--- config.mk ---
export PLATFORM = sky130hd
export DESIGN_NAME = fifo_uart_tx
export DESIGN_NICKNAME = d
export VERILOG_FILES = /design/src/rtl/fifo_uart_tx_pkg.sv /design/src/rtl/fifo_uart_tx.sv
export SDC_FILE = /design/constraint.sdc
export NUM_CORES = 1
export LEC_CHECK = 0
export CAP_MARGIN = 10
export CORE_UTILIZATION = 40
export DETAILED_ROUTE_END_ITERATION = 8
export HOLD_SLACK_MARGIN = 0.05
export PLACE_DENSITY = 0.61
export SLEW_MARGIN = 20
export SYNTH_ARGS = -nofsm -noshare
export SYNTH_HDL_FRONTEND = slang
export SYNTH_SLANG_ARGS = --single-unit
--- constraint.sdc ---
create_clock -name clk -period 2.2 [get_ports clk]
set_input_delay 0.44 -clock clk [delete_from_list [all_inputs] [get_ports clk]]
set_output_delay 0.44 -clock clk [all_outputs]
set_load 0.02 [all_outputs]
--- src/rtl/fifo_uart_tx_pkg.sv ---
// fifo_uart_tx_pkg: shared state encoding and frame constants for the FIFO-draining UART transmitter.
package fifo_uart_tx_pkg;
  localparam int DATA_W = 8;
  typedef enum logic [1:0] {IDLE, START, DATA, STOP} uart_tx_state_t;
endpackage

--- src/rtl/fifo_uart_tx.sv ---
// fifo_uart_tx: pops bytes from a fall-through FIFO and sends them as 8N1/8N2 UART frames.
module fifo_uart_tx
  import fifo_uart_tx_pkg::*;
#(
  parameter int CLKS_PER_BIT = 54,
  parameter int STOP_BITS    = 1
) (
  input  logic              clk,
  input  logic              rst_n,
  input  logic              tx_en,
  input  logic              fifo_empty,
  input  logic [DATA_W-1:0] fifo_dout,
  output logic              dequeue,
  output logic              tx,
  output logic              busy
);
  localparam int BW = CLKS_PER_BIT > 1 ? $clog2(CLKS_PER_BIT) : 1;
  uart_tx_state_t state, state_n;
  logic [BW-1:0] baud, baud_n;
  logic [2:0] bit_idx, bit_n;
  logic [DATA_W-1:0] shreg, shreg_n;
  logic tx_n, bit_end, last_stop, pop;
  assign bit_end = baud == BW'(CLKS_PER_BIT - 1);
  assign last_stop = state == STOP && bit_end && bit_idx == 3'(STOP_BITS - 1);
  // rst_n gate keeps dequeue low while the FSM is held in IDLE by reset
  assign pop = rst_n && tx_en && !fifo_empty && (state == IDLE || last_stop);
  assign dequeue = pop;
  always_ff @(posedge clk or negedge rst_n) begin
    if (!rst_n) begin
      state   <= IDLE;
      baud    <= '0;
      bit_idx <= '0;
      shreg   <= '0;
      tx      <= 1'b1;
    end else begin
      state   <= state_n;
      baud    <= baud_n;
      bit_idx <= bit_n;
      shreg   <= shreg_n;
      tx      <= tx_n;
    end
  end
  // bit_idx counts data bits, then wraps to 0 and counts stop bits
  always_comb begin
    state_n = pop ? START :
              state == START && bit_end ? DATA :
              state == DATA && bit_end && bit_idx == 3'd7 ? STOP :
              last_stop ? IDLE : state;
    baud_n  = (pop || state_n == IDLE || bit_end) ? '0 : baud + BW'(1);
    bit_n   = (pop || state_n == IDLE) ? '0 :
              bit_end && (state == DATA || state == STOP) ? bit_idx + 3'd1 : bit_idx;
    shreg_n = pop ? fifo_dout : state == DATA && bit_end ? shreg >> 1 : shreg;
  end
  always_comb begin
    tx_n = state_n == START ? 1'b0 : state_n == DATA ? shreg_n[0] : 1'b1;
    busy = state != IDLE;
  end
endmodule
==> metrics.md, run 1 <==
| Metric | Value |
|---|---|
| Number of buffers inserted by port buffering | 14 |
| Max-slew violation total from the final report | 0 |
| Deepest level of the CTS H-tree | 1 |
| Maximum operating frequency | 450 MHz |
| Final hold violation count | 0 |
| Highest layer used for signal routing | met4 |
| Number of nets with antenna violations after detailed routing | 0 |
| NumNets Final | 150 |
| Final setup skew | around 0.0071 ns |
| GRT Util Overall | between 10% and 20% |
| Cells along the critical path | inv_1, ha_4, nand3b_4, or3_4, a211oi_2, buf_4 |
| Mean cell area of the mapped netlist | 11.0 sq um |
| Worst setup path endpoint | dequeue |
| Slowest cell on the critical path | dfrtp_1 |
| Initial Util | between 40% and 50% |
| Power density relative to cell area | between 700 and 800 nW/um^2 |
| Startpoint class of the critical path | register |
| Vias in the first global route | between 700 and 800 |
| Global route overflow | 0 |
| Comb power frac | ~35% |
| Height of the die | ~52 microns |
| Clock Power Share | 19.6% |
| Met2 Wirelength | around 1.0 mm |
| Crit share post-route | 101% |
| Minimum period implied by the final worst setup slack | about 2.2 ns |
| Worst Path Class, Setup | reg -> out |
| RSZ-0062 raised after global routing | yes |
| Worst path max stage delay | ~0.39 ns |
| # setup viols final | 1 |
| Vias | ~800 |
| Post-route total power | ~1.1 mW |
| DRT Pass-1 Iters | 4 |
| Number of cells in the finished layout apart from fillers | 160 |
| Post-Syn Nets | approximately 110 |
| Switching share of power | a little under a third |
| Overall die width | between 50 and 60 microns |
| HPWL after detailed placement | roughly 1.6 mm |
| Gate Count Post-Synth | a little over 90 |
| Worst setup path start | baud[1] |
| Register-to-register setup slack | around 0.15 ns |
| Layout cells sized above 1 | 39.4% |
| Flop and latch count out of synthesis | 20 |
| Wire length of the first global-routing pass | between 3 and 4 mm |
| Total clock buffers created by CTS | 3 |
| Setup slack of the critical path after layout | -0.0239 ns |
| TritonCTS clock tree | built |
| Data arrival time of the critical path | 1.78 ns |
| Data required time at the worst endpoint | ~1.8 ns |
| Final routed wire length divided by cell count | 13.8 microns |
| Placed cell count | 151 |
| Number of max-capacitance violations reported | 0 |
| Endpoint class of the critical path | output pin |
| Clock root buffer master | clkbuf_4 |
| Length of routed met3 wiring | around 95 microns |
| Crit Path Max Fanout | 2 |
| Internal power | ~0.77 mW |
| Core Rows | 17 |
| Leakage | between 0.6 and 0.7 nW |
| Number of clock sinks | 20 |
| Normalized max-slew margin | slightly above 70% |
| Final Wtd Congestion | between 0.7 and 0.8 |
| Net Sw Power | between 0.3 and 0.4 mW |
| CTS Buffer Depth | 2 |
| Peak supply drop | between 400 and 500 uV |
| Endpoint of the lowest-slack register-to-register path | tx |
| Distinct cell type count of the synthesized netlist | 27 |
| Sequential share of the synthesized area | 49.8% |
| Tightest Hold Check Type | in -> async |
| Worst-Skew Late Latency | ~0.30 ns |
| Die ar. | between 2000 and 3000 sq um |
| Synthesized cell area | roughly 1000 sq um |
| First-iteration detailed-routing DRC count | 24 |
| Number of hold buffers added after CTS | 0 |
| Number of warnings printed during yosys synthesis | 0 |
| # diodes | 0 |
| Worst slew pin tran | 0.417 ns |
| Outcome | finished, violations left |
| Cells on worst reg2reg path | 8 |
| Clock transition at path regs | about 0.12 ns |
| Relative contribution of sequential cells to total power | 45.8% |
| Met1 WL | about 1.0 mm |
| Number of antenna violations at the first check in global routing | 0 |
| Final routed DRC violation total | 0 |
| Reg-to-reg critical path startpoint | baud[1] |
| Via-per-instance ratio | 5.03 |
| IO Count | 15 |
| Largest net degree at the start of global routing | 21 |
| Core box area | roughly 2300 sq um |
| Failing checks | setup timing |
| Area growth from synthesis to layout | 39.6% |
| Post-detailed-routing wire length | 2.20 mm |
==> sequential cells by signal, indices dropped and copies added, names as in the netlist <==
| register | cells |
|---|---|
| state | 2 |
| bit_idx | 3 |
| tx | 1 |
| shreg | 8 |
| baud | 6 |
==> cells by family (layout without fill, tap and decap cells) <==
kind of cell    count (synthesis)  count (layout)  synth area share (%)
fa+ha+maj                       5               5                  6.20
mux                             3               3                  3.10
buf+inv                         6              46                  2.98
xor+xnor                        4               4                  3.47
simple gates                   32              32                  16.1
compound gates                 22              22                  18.4
flops                          20              20                  49.8
==> power groups by stage <==
stage               Sequential (mW)  Clock, mW  Combinational, mW
floorplan                     0.526          0              0.175
global placement              0.510          0              0.357
detailed placement            0.511          0              0.369
CTS                           0.503      0.221              0.372
global route                  0.517      0.241              0.428
finish                        0.507      0.217              0.382
==> stage by stage <==
step | util, % | hold slack (ns) | area, sq um | worst slack [ns] | TNS [ns]
final | 61.3 | 0.497 | 1410 | -0.0239 | -0.0239
after global routing | 61.3 | 0.508 | 1410 | -0.100 | -0.100
after CTS | 59.4 | 0.501 | 1370 | -0.0262 | -0.0262
after detailed placement | 56.9 | 0.473 | 1310 | -0.217 | -0.217
after global placement | 56.9 | 0.466 | 1310 | -0.160 | -0.160
after floorplan | - | 0.144 | 1010 | 0.187 | 0
==> layer usage <==
metal | GRT usage, % | up-vias
li1 | - | 404
met1 | 26.7 | 378
met2 | 28.0 | 21
met3 | 2.61 | 2
met4 | 5.26 | 0
met5 | 0 | -
==> cells in the final DEF (no fill, tap or decap) <==
| master | n |
|---|---|
| a211o_2 | 1 |
| a211oi_2 | 1 |
| a21o_2 | 6 |
| a21oi_1 | 3 |
| a221o_2 | 1 |
| a22o_2 | 6 |
| buf_4 | 24 |
| clkbuf_4 | 3 |
| clkbuf_8 | 1 |
| clkdlybuf4s50_1 | 12 |
| dfrtp_1 | 19 |
| dfstp_2 | 1 |
| dlygate4sd2_1 | 1 |
| ha_1 | 3 |
| ha_4 | 2 |
| inv_1 | 3 |
| inv_2 | 2 |
| mux2_1 | 1 |
| mux2i_1 | 2 |
| nand2_1 | 8 |
| nand2b_1 | 1 |
| nand3_1 | 7 |
| nand3b_1 | 1 |
| nand3b_4 | 1 |
| nor2_1 | 11 |
| nor3_2 | 1 |
| o21ai_0 | 2 |
| o21ai_1 | 1 |
| o22a_1 | 1 |
| or2_2 | 1 |
| or3_4 | 1 |
| xnor2_1 | 2 |
| xor2_1 | 2 |
==> final cells by class <==
| cell class | instances | area (sq um) |
|---|---|---|
| inverters | 5 | 18.8 |
| fillers | 201 | 890 |
| multi-input cells | 66 | 507 |
| clock buffers | 4 | 36.3 |
| flip-flops and latches | 20 | 502 |
| repair buffers | 37 | 309 |
| well taps | 28 | 35.0 |
==> cells in the mapped netlist <==
cell type,instances,area [sq um]
nand2_1,8,30.0
xor2_1,2,17.5
ha_1,5,62.6
nor2_1,11,41.3
xnor2_1,2,17.5
dfrtp_1,19,475
buf_6,1,11.3
o21ai_1,1,5.00
nand2b_1,1,6.26
nand3b_1,1,7.51
inv_1,5,18.8
dfstp_2,1,26.3
nand3_1,7,35.0
o22a_1,1,8.76
or3_1,1,6.26
o21ai_0,2,10.0
a211o_2,1,10.0
mux2_1,1,11.3
a21oi_1,3,15.0
a221o_2,1,11.3
nand3b_4,1,20.0
a211oi_2,1,12.5
nor3_2,1,10.0
or2_2,1,6.26
mux2i_1,2,20.0
a21o_2,6,52.6
a22o_2,6,60.1
==> worst min path at each step <==
stage | start | end | slack [ns]
floorplan | rst_n | baud[0] | 0.14
global placement | shreg[5] | shreg[5] | 0.47
detailed placement | shreg[4] | shreg[4] | 0.47
CTS | rst_n | shreg[6] | 0.50
global route | shreg[5] | shreg[5] | 0.51
finish | rst_n | shreg[6] | 0.50
==> what timing repair did <==
action | in CTS | in global routing
pin swaps | 2 | 1
setup buffers | 2 | 3
endpoints found under the setup margin | 2 | 1
gates resized for setup | 10 | 3
==> worst max-delay path, delay by kind of cell (launching register included) <==
family	cells	cell delay, ns
simple gates	2	0.44
fa+ha+maj	1	0.14
compound gates	1	0.25
flops	1	0.39
buf+inv	2	0.27
Power figures use the tool's default switching activity.
==> run 2: changes to the inputs <==
--- a/config.mk
+++ b/config.mk
@@ -6,10 +6,10 @@
 export NUM_CORES = 1
 export LEC_CHECK = 0
 export CAP_MARGIN = 10
-export CORE_UTILIZATION = 40
+export CORE_UTILIZATION = 52
 export DETAILED_ROUTE_END_ITERATION = 8
 export HOLD_SLACK_MARGIN = 0.05
-export PLACE_DENSITY = 0.61
+export PLACE_DENSITY = 0.76
 export SLEW_MARGIN = 20
 export SYNTH_ARGS = -nofsm -noshare
 export SYNTH_HDL_FRONTEND = slang
==> run 2 against run 1 <==
Against the previous run:
- the flow still finishes with violations (setup timing)
- non-clock buffer count shrank 1
- first-iteration DRC count shrank 79%
- flip-flop and latch count unchanged
- final area about the same
- global-route usage grew 4.6 points
- maximum frequency decreased by 1.7%
- via count down 1.2%
- worst setup slack worse by 0.039 ns
- die area shrank 22%
- largest cell class unchanged
==> metrics.md, run 2 (synthesis results as in run 1) <==
| Metric | Value |
|---|---|
| First-iteration detailed-routing DRC count | 5 |
| Worst hold slack | between 0.4 and 0.5 ns |
| # diodes | 0 |
| Clock transition at path regs | between 0.1 and 0.15 ns |
| Deepest level of the CTS H-tree | 1 |
| Final Wtd Congestion | ~0.86 |
| Vias in the first global route | 715 |
| Worst slew pin tran | 0.444 ns |
| Fill cell total of the finished layout | between 100 and 150 |
| Core box area | about 1800 sq um |
| Global route overflow | 0 |
| Most flops, register | shreg |
| Worst Path Class, Setup | reg -> out |
| Number of buffers inserted by port buffering | 14 |
| Height of the die | approximately 46 microns |
| Number of nets with antenna violations after detailed routing | 0 |
| Clock root buffer master | clkbuf_4 |
| Failing checks | setup timing |
| Data arrival time of the critical path | between 1.5 and 2 ns |
| Number of hold buffers added after CTS | 0 |
| Final hold violation count | 0 |
| Register-to-register setup slack | 0.07 ns |
| HPWL after detailed placement | 1.59 mm |
| Crit Path Max Fanout | 2 |
| Minimum period implied by the final worst setup slack | approximately 2.3 ns |
| Via-per-instance ratio | just over 5 |
| Leading cell type in the layout, fill and taps excluded | buf_4 |
| Outcome | finished, violations left |
| Tightest Hold Check Type | reg -> reg |
| Endpoint class of the critical path | output pin |
| Normalized max-slew margin | roughly 70% |
| Power density relative to cell area | 800 nW/um^2 |
| Worst-Skew Late Latency | ~0.31 ns |
| Leakage | between 0.6 and 0.7 nW |
| Largest register FFs | 8 |
| Total clock buffers created by CTS | 3 |
| Startpoint class of the critical path | register |
| Post-detailed-routing wire length | 2.11 mm |
| Leading cell types in the layout, fill and taps excluded | buf_4 (22), dfrtp_1 (19), clkdlybuf4s50_1 (13), nor2_1 (11), nand2_1 (8) |
| Number of clock sinks | 20 |
| Overall die width | 46.0 microns |
| Crit share post-route | 103% |
| Setup slack of the critical path after layout | -0.0633 ns |
| Max-slew violation total from the final report | 0 |
| Data required time at the worst endpoint | 1.76 ns |
| Final routed wire length divided by cell count | roughly 14 microns |
| Area growth from synthesis to layout | 39.7% |
| # setup viols final | 1 |
| Final routed DRC violation total | 0 |
| Layout cells sized above 1 | approximately two fifths |
| Die ar. | approximately 2100 sq um |
| Largest net degree at the start of global routing | 21 |
| Final setup skew | ~0.0021 ns |
| GRT Util Overall | roughly 23% |
| Core Rows | 15 |
| Number of max-capacitance violations reported | 0 |
| Maximum operating frequency | ~440 MHz |
| Largest registers in the final layout | shreg x8, baud x6, bit_idx x3 |
| Number of antenna violations at the first check in global routing | 0 |
| Wire length of the first global-routing pass | ~3.3 mm |
| RSZ-0062 raised after global routing | yes |
| TritonCTS clock tree | built |
| IO Count | 15 |
| Initial Util | ~57% |
| Peak supply drop | a little over 700 uV |
| NumNets Final | between 100 and 150 |
| Vias | 795 |
| DRT Pass-1 Iters | 4 |
| CTS Buffer Depth | 2 |
| Utilization after layout | 79.9% |
==> run 2: cell count changes in the layout (fill, tap and decap cells not counted), sizes merged <==
cell / delta
dlygate4sd2: -1
clkdlybuf4s50: +1
buf: -1
==> run 2: worst paths after layout <==
check                            from        to  cells past startpoint
hold / removal               shreg[4]  shreg[4]                      1
max in group asynchronous       rst_n        tx                      2
hold reg to reg              shreg[4]  shreg[4]                      1
setup reg to reg           bit_idx[1]        tx                      8
setup / recovery           bit_idx[1]   dequeue                      6
min in group asynchronous       rst_n   baud[2]                      2
==> run 2: metal layers <==
metal | vias up | wire length [microns] | GRT usage, %
met5 | - | 0 | 0
met4 | 0 | 30 | 10.6
li1 | 401 | - | -
met3 | 4 | 44 | 3.57
met1 | 380 | 1000 | 31.9
met2 | 10 | 1030 | 34.4
==> run 2: timing repair <==
item	CTS	global route
setup buffers	3	1
gates resized for setup	11	4
endpoints found under the setup margin	1	8
pin swaps	3	2
==> run 2: critical path, cell delays in order (launching register included) <==
cell      delay, ns
dfrtp_1        0.41
inv_2          0.08
ha_4           0.14
nand3b_1       0.10
or3_4          0.36
a211oi_4       0.28
buf_6          0.15
==> run 2: layout make-up <==
cell class	instances	area (sq um)	area share, %
Clock buffer	4	36.3	2.58
Inverter	5	18.8	1.33
Multi-Input combinational cell	66	514	36.5
Sequential cell	20	502	35.6
Tap cell	25	31.3	2.22
Timing Repair Buffer	36	307	21.8
==> run 2: power by group <==
part | total, mW | internal, mW | switching [mW]
logic | 0.393 | 0.220 | 0.174
registers | 0.514 | 0.458 | 0.0562
clock network | 0.219 | 0.101 | 0.118
total | 1.13 | 0.779 | 0.348
==> run 2: per-stage QoR <==
stage / TNS (ns) / total power [mW] / std cells / cell area (sq um) / worst slack [ns]
floorplan: 0 / 0.701 / 92 / 1010 / 0.187
global placement: -0.181 / 0.857 / 149 / 1310 / -0.181
detailed placement: -0.233 / 0.878 / 149 / 1310 / -0.233
CTS: -0.0537 / 1.10 / 156 / 1390 / -0.0537
global route: -0.197 / 1.19 / 156 / 1410 / -0.154
finish: -0.0633 / 1.13 / 156 / 1410 / -0.0633
